==> config.mk <==
export PLATFORM = sky130hd
export DESIGN_NAME = ebrick_umi_mem_responder
export DESIGN_NICKNAME = d
export VERILOG_FILES = /design/src/rtl/ebrick_umi_pkg.sv /design/src/rtl/ebrick_umi_regmem.sv /design/src/rtl/ebrick_umi_mem_responder.sv
export SDC_FILE = /design/constraint.sdc
export NUM_CORES = 2
export LEC_CHECK = 0
export BUFFER_PORTS_ARGS = -buffer_cell sky130_fd_sc_hd__buf_2
export CORE_UTILIZATION = 43
export DETAILED_ROUTE_END_ITERATION = 16
export SLEW_MARGIN = 25
export SYNTH_ARGS = -nofsm -noshare
export SYNTH_HDL_FRONTEND = slang
export SYNTH_SLANG_ARGS = --single-unit
==> constraint.sdc <==
create_clock -name clk -period 5.9 [get_ports clk]
set_clock_uncertainty 0.15 [all_clocks]
set_input_delay 0.885 -clock clk [delete_from_list [all_inputs] [get_ports clk]]
set_output_delay 0.885 -clock clk [all_outputs]
set_load 0.02 [all_outputs]
==> src/rtl/ebrick_umi_pkg.sv <==
// ebrick_umi_pkg
//   Shared UMI definitions for the memory responder slice: opcode
//   encodings, command-word field positions, error codes and the
//   word-size constant that request checking accepts.
package ebrick_umi_pkg;

    // cmd[4:0] opcode encodings
    typedef enum logic [4:0] {
        UMI_REQ_READ   = 5'h01,
        UMI_RESP_READ  = 5'h02,
        UMI_REQ_WRITE  = 5'h03,
        UMI_RESP_WRITE = 5'h04,
        UMI_REQ_POSTED = 5'h05
    } umi_opcode_e;

    // cmd[25:24] error codes
    typedef enum logic [1:0] {
        UMI_ERR_OK     = 2'b00,
        UMI_ERR_DEVERR = 2'b10
    } umi_err_e;

    // Command field bit positions
    localparam int UMI_OPCODE_LSB = 0;
    localparam int UMI_OPCODE_MSB = 4;
    localparam int UMI_SIZE_LSB   = 5;
    localparam int UMI_SIZE_MSB   = 7;
    localparam int UMI_LEN_LSB    = 8;
    localparam int UMI_LEN_MSB    = 15;
    localparam int UMI_ERR_LSB    = 24;
    localparam int UMI_ERR_MSB    = 25;

    // size encoding for a single 8-byte word (2**3 bytes)
    localparam logic [2:0] UMI_SIZE_WORD = 3'd3;

    // True for the request opcodes this responder understands
    function automatic logic umi_is_known_req(input logic [4:0] op);
        return (op == UMI_REQ_READ) || (op == UMI_REQ_WRITE) ||
               (op == UMI_REQ_POSTED);
    endfunction

endpackage

==> src/rtl/ebrick_umi_regmem.sv <==
// ebrick_umi_regmem
//   DEPTH x DW register-file storage with a single shared address:
//   synchronous write, combinational read. Contents are never reset.
// Ports:
//   clk    - write clock
//   we     - write enable
//   addr   - word index for both read and write
//   wdata  - write data
//   rdata  - combinational read of mem[addr] (pre-write value)
module ebrick_umi_regmem #(
    parameter int DW    = 64,
    parameter int DEPTH = 64,
    parameter int IW    = (DEPTH > 1) ? $clog2(DEPTH) : 1
) (
    input  logic          clk,
    input  logic          we,
    input  logic [IW-1:0] addr,
    input  logic [DW-1:0] wdata,
    output logic [DW-1:0] rdata
);

    logic [DW-1:0] mem [DEPTH];

    always_ff @(posedge clk) begin
        if (we) begin
            mem[addr] <= wdata;
        end
    end

    assign rdata = mem[addr];

endmodule

==> src/rtl/ebrick_umi_mem_responder.sv <==
// ebrick_umi_mem_responder
//   UMI device-side memory endpoint. Accepts read, write and posted-write
//   requests into a DEPTH x DW word memory and returns one registered
//   response per non-posted request, sustaining one transaction per cycle.
//
//   Build option: define EBRICK_UMI_RESP_ERRCHK_EN to enable request
//   checking (size/len/alignment/range/opcode), DEVERR responses and the
//   saturating err_count. Without it no checks are made, the word index
//   wraps modulo DEPTH, unknown opcodes are silently dropped and
//   err_count reads 0.
//
// Ports:
//   clk, nreset             - clock, asynchronous active-low reset
//   udev_req_valid/ready    - request handshake
//   udev_req_cmd/dstaddr/srcaddr/data - request fields
//   udev_resp_valid/ready   - response handshake
//   udev_resp_cmd/dstaddr/srcaddr/data - registered response fields
//   err_count               - saturating count of rejected requests
module ebrick_umi_mem_responder
    import ebrick_umi_pkg::*;
#(
    parameter int             CW    = 32,
    parameter int             AW    = 64,
    parameter int             DW    = 64,
    parameter int             DEPTH = 64,
    parameter logic [AW-1:0]  BASE  = '0
) (
    input  logic          clk,
    input  logic          nreset,
    // request
    input  logic          udev_req_valid,
    input  logic [CW-1:0] udev_req_cmd,
    input  logic [AW-1:0] udev_req_dstaddr,
    input  logic [AW-1:0] udev_req_srcaddr,
    input  logic [DW-1:0] udev_req_data,
    output logic          udev_req_ready,
    // response
    output logic          udev_resp_valid,
    output logic [CW-1:0] udev_resp_cmd,
    output logic [AW-1:0] udev_resp_dstaddr,
    output logic [AW-1:0] udev_resp_srcaddr,
    output logic [DW-1:0] udev_resp_data,
    input  logic          udev_resp_ready,
    // status
    output logic [7:0]    err_count
);

    localparam int IW = (DEPTH > 1) ? $clog2(DEPTH) : 1;

    logic          accept;
    logic [4:0]    opcode;
    logic          is_read;
    logic          is_write;
    logic          is_posted;
    logic          reject;
    logic          respond;
    logic [AW-1:0] word;
    logic [IW-1:0] index;
    logic          mem_we;
    logic [DW-1:0] mem_rdata;

    logic [4:0]    resp_op;
    logic [1:0]    resp_err;
    logic [CW-1:0] resp_cmd_next;
    logic [DW-1:0] resp_data_next;

    // Ready whenever the response slot is empty or draining this cycle;
    // resp_valid is 0 in reset so ready is 1 there as well.
    assign udev_req_ready = !udev_resp_valid || udev_resp_ready;
    assign accept         = udev_req_valid && udev_req_ready;

    assign opcode    = udev_req_cmd[UMI_OPCODE_MSB:UMI_OPCODE_LSB];
    assign is_read   = (opcode == UMI_REQ_READ);
    assign is_write  = (opcode == UMI_REQ_WRITE);
    assign is_posted = (opcode == UMI_REQ_POSTED);

    // Byte offset from BASE to word index. The modulo is identity for
    // in-range addresses and gives the wrap behaviour when unchecked.
    assign word  = (udev_req_dstaddr - BASE) >> 3;
    assign index = IW'(word % AW'(DEPTH));

`ifdef EBRICK_UMI_RESP_ERRCHK_EN
    localparam logic [AW:0] LIMIT = {1'b0, BASE} + (AW+1)'(8 * DEPTH);

    logic [2:0] size;
    logic [7:0] len;
    logic       bad_shape;
    logic       bad_range;
    logic [7:0] err_cnt;

    assign size      = udev_req_cmd[UMI_SIZE_MSB:UMI_SIZE_LSB];
    assign len       = udev_req_cmd[UMI_LEN_MSB:UMI_LEN_LSB];
    assign bad_shape = (size != UMI_SIZE_WORD) || (len != 8'd0) ||
                       (udev_req_dstaddr[2:0] != 3'b000);
    assign bad_range = (udev_req_dstaddr < BASE) ||
                       ({1'b0, udev_req_dstaddr} >= LIMIT);
    assign reject    = bad_shape || bad_range || !umi_is_known_req(opcode);

    // Every rejected request is answered except posted ones.
    assign respond   = !is_posted;

    always_ff @(posedge clk or negedge nreset) begin
        if (!nreset) begin
            err_cnt <= '0;
        end else if (accept && reject && (err_cnt != 8'hFF)) begin
            err_cnt <= err_cnt + 8'd1;
        end
    end

    assign err_count = err_cnt;
`else
    assign reject    = 1'b0;
    // Unknown opcodes are consumed without a response.
    assign respond   = is_read || is_write;
    assign err_count = '0;
`endif

    assign mem_we = accept && (is_write || is_posted) && !reject;

    ebrick_umi_regmem #(
        .DW    (DW),
        .DEPTH (DEPTH),
        .IW    (IW)
    ) u_regmem (
        .clk   (clk),
        .we    (mem_we),
        .addr  (index),
        .wdata (udev_req_data),
        .rdata (mem_rdata)
    );

    // Response content: reads answer RESP_READ, everything else that
    // gets a response (writes, unknown opcodes) answers RESP_WRITE.
    always_comb begin
        resp_op        = is_read ? UMI_RESP_READ : UMI_RESP_WRITE;
        resp_err       = reject ? UMI_ERR_DEVERR : UMI_ERR_OK;
        resp_data_next = (is_read && !reject) ? mem_rdata : '0;
        resp_cmd_next  = udev_req_cmd;
        resp_cmd_next[UMI_OPCODE_MSB:UMI_OPCODE_LSB] = resp_op;
        resp_cmd_next[UMI_ERR_MSB:UMI_ERR_LSB]       = resp_err;
    end

    // A new load takes priority over a concurrent drain so back-to-back
    // requests stream with no bubble; a drain alone only clears valid.
    always_ff @(posedge clk or negedge nreset) begin
        if (!nreset) begin
            udev_resp_valid   <= 1'b0;
            udev_resp_cmd     <= '0;
            udev_resp_dstaddr <= '0;
            udev_resp_srcaddr <= '0;
            udev_resp_data    <= '0;
        end else if (accept && respond) begin
            udev_resp_valid   <= 1'b1;
            udev_resp_cmd     <= resp_cmd_next;
            udev_resp_dstaddr <= udev_req_srcaddr;
            udev_resp_srcaddr <= udev_req_dstaddr;
            udev_resp_data    <= resp_data_next;
        end else if (udev_resp_valid && udev_resp_ready) begin
            udev_resp_valid   <= 1'b0;
        end
    end

endmodule

# --- Word-level counts from Yosys, hierarchy flattened ---
# Memories as Yosys holds them, arrays and structs flattened.
# Index checks and enable logic that the tools add are counted.
# W data, S select, Z words.
word_totals:
  register_bits: 223
  latchBits: 0
  input_bits: 228
  n_memories: 1
  out_inout_bits: 234
  mem_bits_ro: 0
  ramBits: 4096
classes:
  n_mux: 6
  reduce_logical: 9
  div: 0
  order_cmp: 0
  multipliers: 0
  eq_ne: 3
  n_bitwise: 0
  n_shift: 0
  addsub: 0
memory_table:
  columns: ["name", "words", "width", "read_ports", "rd_clocked_by_memory_dff", "write_ports", "line", "rtl"]
  rows:
  - ["u_regmem.mem", 64, 64, 1, 0, 1, "ebrick_umi_regmem.sv:22", "logic [DW-1:0] mem [DEPTH];"]
ops:
  columns: ["op", "n"]
  rows:
  - ["$mux W64", 1]
  - ["$eq A5 B1 Y1 const B", 1]
  - ["$eq A5 B2 Y1 const B", 1]
  - ["$eq A5 B3 Y1 const B", 1]
  - ["$logic_and A1 B1 Y1", 4]
  - ["$mux W1", 4]
  - ["$logic_or A1 B1 Y1", 3]
  - ["$mux W3", 1]
  - ["$reduce_bool A2 Y1", 1]
  - ["$logic_not A1 Y1", 1]

# --- Logic depth before layout (Yosys ltp) ---
depth:
  ltp_word: 6
  mapped_depth: 9

# --- Modules after synthesis ---
# Synthesis repeated with hierarchy kept, for this count alone.
unflattened:
  cells_unflattened: 9110
  area_unflattened_um2: 162996.3
by_module_without_submodules:
  columns: ["mod", "seq_area_each_um2", "area_per_inst_um2", "n_inst", "cells_each"]
  rows:
  - ["ebrick_umi_regmem", 122998.0, 154171.6, 1, 8555]
  - ["ebrick_umi_mem_responder", 5505.3, 8824.7, 1, 555]

# --- Least setup slack after synthesis ---
# OpenSTA, ideal clock, no wires.
synth_path:
  kind: "input to register"
  from: "in udev_req_dstaddr[5]"
  to: "mem u_regmem.mem[62][0] (enable)"
  slack_ns: 0.635
  arrival_time_ns: 4.629
  cell_stages: 6
  setup_ns: 0.487
  required_ns: 5.263
  cell_sequence: "buf_4 buf_2 inv_1 nor3b_1 nand2_1 nor2_1"
synth_rtl:
  columns: ["element", "line", "rtl"]
  rows:
  - ["from (decl)", "ebrick_umi_mem_responder.sv:33", "input logic [AW-1:0] udev_req_dstaddr,"]
  - ["to (decl)", "ebrick_umi_regmem.sv:22", null]
# Straight into the memory's write port.

# --- Worst setup path after layout ---
layout_path:
  from: "reg udev_resp_valid"
  to: "mem u_regmem.mem[28][54] (enable)"
layout_via:
  elab_chain_len: 6
layout_lines:
  columns: ["element", "line", "rtl"]
  rows:
  - ["from (decl)", "ebrick_umi_mem_responder.sv:38", "output logic udev_resp_valid,"]
  - ["from (signal assigned)", "ebrick_umi_mem_responder.sv:147", "udev_resp_valid <= 1'b0;"]
  - ["from (signal assigned)", "ebrick_umi_mem_responder.sv:153", "udev_resp_valid <= 1'b1;"]
  - ["from (signal assigned)", "ebrick_umi_mem_responder.sv:159", "udev_resp_valid <= 1'b0;"]
  - ["$logic_not A1 Y1", "ebrick_umi_mem_responder.sv:69", "assign udev_req_ready = !udev_resp_valid || udev_resp_ready;"]
  - ["$logic_or A1 B1 Y1", "ebrick_umi_mem_responder.sv:69", null]
  - ["$logic_and A1 B1 Y1", "ebrick_umi_mem_responder.sv:70", "assign accept = udev_req_valid && udev_req_ready;"]
  - ["$logic_and A1 B1 Y1", "ebrick_umi_mem_responder.sv:118", "assign mem_we = accept && (is_write || is_posted) && !reject;"]
  - ["$mux W1", "ebrick_umi_regmem.sv:25", "if (we) begin"]
  - ["$mux W1 (implied by the code)", "ebrick_umi_regmem.sv:26", "mem[addr] <= wdata;"]
# Every way passes these cells.

==> flow_summary.json <==
{
  "status": "finished clean",
  "final_hold_viol_count": 0,
  "ys_ff_latch": 4316,
  "vias": 79200,
  "worst_ep_arrival_time_ns": 4.53,
  "synth.area.top_cells": "edfxtp_1 (76%), mux4_2 (14%), dfrtp_1 (3.4%)",
  "slew_viol_final": 0,
  "grt_pass1_wl_um": 624000,
  "fin_crit_sh_pct": 69.5,
  "tightest_slew_ns": 1.08,
  "cp-end-kind": "flip-flop",
  "pre_cts_ws_ns": 1.15,
  "synth-main-ff-cell": "edfxtp_1",
  "syn_avg_cell_area_um2": 23.5,
  "hold_path.class": "input pin to flip-flop",
  "clockBufferDepth": 4,
  "fp.dieArea_um2": 378000,
  "die_h_um": 615,
  "cts-resized-gates": 0,
  "vdd_drop_max_mv": 0.256,
  "cp_max_fo": 38,
  "worst_ep_required_time_ns": 6.33,
  "synthesis.instances": 6855,
  "clock_sinks": 4316,
  "cts_tree": "built",
  "firstDrtPassIters": 5,
  "cts_setup_buffers": 0,
  "place.gp.congestion": 0.848,
  "synth_common_cells": "edfxtp_1 (4096), mux4_2 (1016), a22oi_1 (509), dfrtp_1 (220), mux2_2 (159)",
  "worstSetupPathType": "flip-flop to flip-flop",
  "num_rows": 224,
  "start_util_pct": 43.3,
  "finalSetupTns_ns": 0,
  "area_growth_pct": 15.9,
  "cts_max_level": 5,
  "numCtsBuffers": 426,
  "ys_warn_count": 0,
  "fin_util_pct": 50.2,
  "ios": 462,
  "cts.clk_slew.worst_paths_ns": 0.06,
  "leakage_nw": 59.3,
  "drive_above_1_share_pct": 31.6,
  "cts-root-buf": "clkbuf_16",
  "yosysTopAreaCellShare_pct": 76.2,
  "power.density_nw_per_um2": 346,
  "setup_violations": 0,
  "grt_usage_pct": 23.5,
  "cp-start-kind": "flip-flop",
  "layout.nets": 7957,
  "drt-initial-drc-count": 11000,
  "routed_wl_um": 451000,
  "relSlewSlack_pct": 27.8,
  "synth_edf_count": 4096,
  "yosysTopAreaCell": "edfxtp_1",
  "hpwl_um": 242000,
  "cts-hold-fix-buffers": 134,
  "fin_crit_ns": 4.10,
  "yosysMostFrequentCell": "edfxtp_1",
  "port_buffers": 446,
  "via_per_inst": 6.05,
  "layout_setup_ws_ns": 1.80,
  "yosysSeqAreaShare_pct": 79.6,
  "syn_area_um2": 161000,
  "max_clock_freq_mhz": 244,
  "insertion_delay_ns": 0.97,
  "rsz0062_at_grt": "false",
  "core_um2": 373000,
  "grt_max_degree": 151,
  "grt_pass1_vias": 79400,
  "drv_cap": 0,
  "drc": 0,
  "power_w": 0.0648,
  "async_flop_share_pct": 5.10,
  "multiInputGateArea_um2": 31500,
  "die_w_um": 615,
  "fill_cells": 29100,
  "area.sequential_um2": 129000,
  "grt_overflow_total": 0,
  "route.antenna.remaining_nets": 0,
  "wl_per_cell_um": 34.4,
  "synth.distinct_cells": 45,
  "grt_antenna_before_repair": 43
}
[critical path: stages (launching register included)]
cell and delay [ns]:
dfrtp_1 0.37, nand2b_1 0.18, nand4_1 0.55, nor3b_1 0.60, nand2_1 0.64, nor2_4 0.29, buf_4 0.79
[cell type report]
cell class / count / share of cell area, %
inverters: 1 / 0.00201
diodes: 17 / 0.0227
clock buffers: 544 / 6.19
multi-input cells: 2153 / 16.9
flip-flops and latches: 4316 / 68.7
clock inverters: 246 / 1.28
well taps: 4972 / 3.33
repair buffers: 831 / 3.60
[report_power, final]
group          internal, W  leakage [nW]  switching [W]
logic              0.00132          12.9        0.00219
clock network       0.0157          6.83         0.0115
registers           0.0339          39.6       0.000242
total               0.0509          59.3         0.0139
[final timing paths]
check                                      from               endpoint  slack (ns)  depth (start not counted)
hold / removal             udev_req_srcaddr[14]  udev_resp_dstaddr[14]        0.05                          2
min in group asynchronous                nreset  udev_resp_dstaddr[34]        0.36                          2
setup / recovery                udev_resp_valid   u_regmem.mem[28][54]        1.80                          6
setup reg to reg                udev_resp_valid   u_regmem.mem[28][54]        1.80                          6
hold reg to reg                udev_resp_cmd[1]       udev_resp_cmd[1]        0.33                          2
max in group asynchronous                nreset     udev_resp_data[11]        3.99                          3
[cell usage in the layout, fill, tap and decap left out, types with 3 or more instances in the layout]
master         instances
clkbuf_16            439
a22o_1                 8
a221oi_1               4
clkbuf_1              85
mux4_2              1016
diode_2               17
buf_12                89
clkbuf_8              20
o21ai_0                3
buf_4                213
nand2_1               81
nand4_1              127
buf_2                391
inv_6                  9
nor2_1                65
clkinv_16              4
nor4bb_4               5
bufinv_16             42
mux2_2               159
dlygate4sd3_1        134
a22oi_1              509
clkinv_2              65
nor2_4                64
and4b_4                4
nand3b_1               3
o21ai_1               63
clkinv_1             105
clkinv_8               4
clkinv_4               9
dfrtp_1              220
nor4b_2                3
clkinvlp_4             7
conb_1                13
edfxtp_1            4096
[cells by family (layout without fill, tap and decap cells)]
group	Yosys count	in the layout	synth area share (%)
compound gates	591	591	2.66
buf+inv	398	1622	1.25
mux	1176	1176	15.3
other cells	1	30	0.00232
flops	4316	4316	79.6
xor+xnor	1	1	0.00543
simple gates	372	372	1.17
[state kept, by name, indices dropped and copies added (netlist names)]
signal and count:
udev_resp_cmd 27, udev_resp_data 64, udev_resp_srcaddr 64, u_regmem.mem 4096, udev_resp_valid 1, udev_resp_dstaddr 64
[routing by layer]
layer / part of all wire (%) / vias up / global-route usage (%)
met5: 0.030 / - / 0
met4: 3.3 / 22 / 7.52
met3: 9.0 / 703 / 4.32
met2: 49 / 4155 / 38.7
met1: 39 / 43000 / 31.9
li1: - / 31300 / -
[through the flow]
stage | cells | instance area (um^2) | hold WS [ns]
4_1_cts | 13100 | 187000 | 0.00212
3_5_place_dp | 12100 | 172000 | 0.313
3_3_place_gp | 12100 | 171000 | 0.306
2_1_floorplan | 6867 | 161000 | 0.433
5_1_grt | 13100 | 187000 | 0.0427
6_report | 13100 | 187000 | 0.0540
No activity file was read; power rests on OpenSTA's default activity.
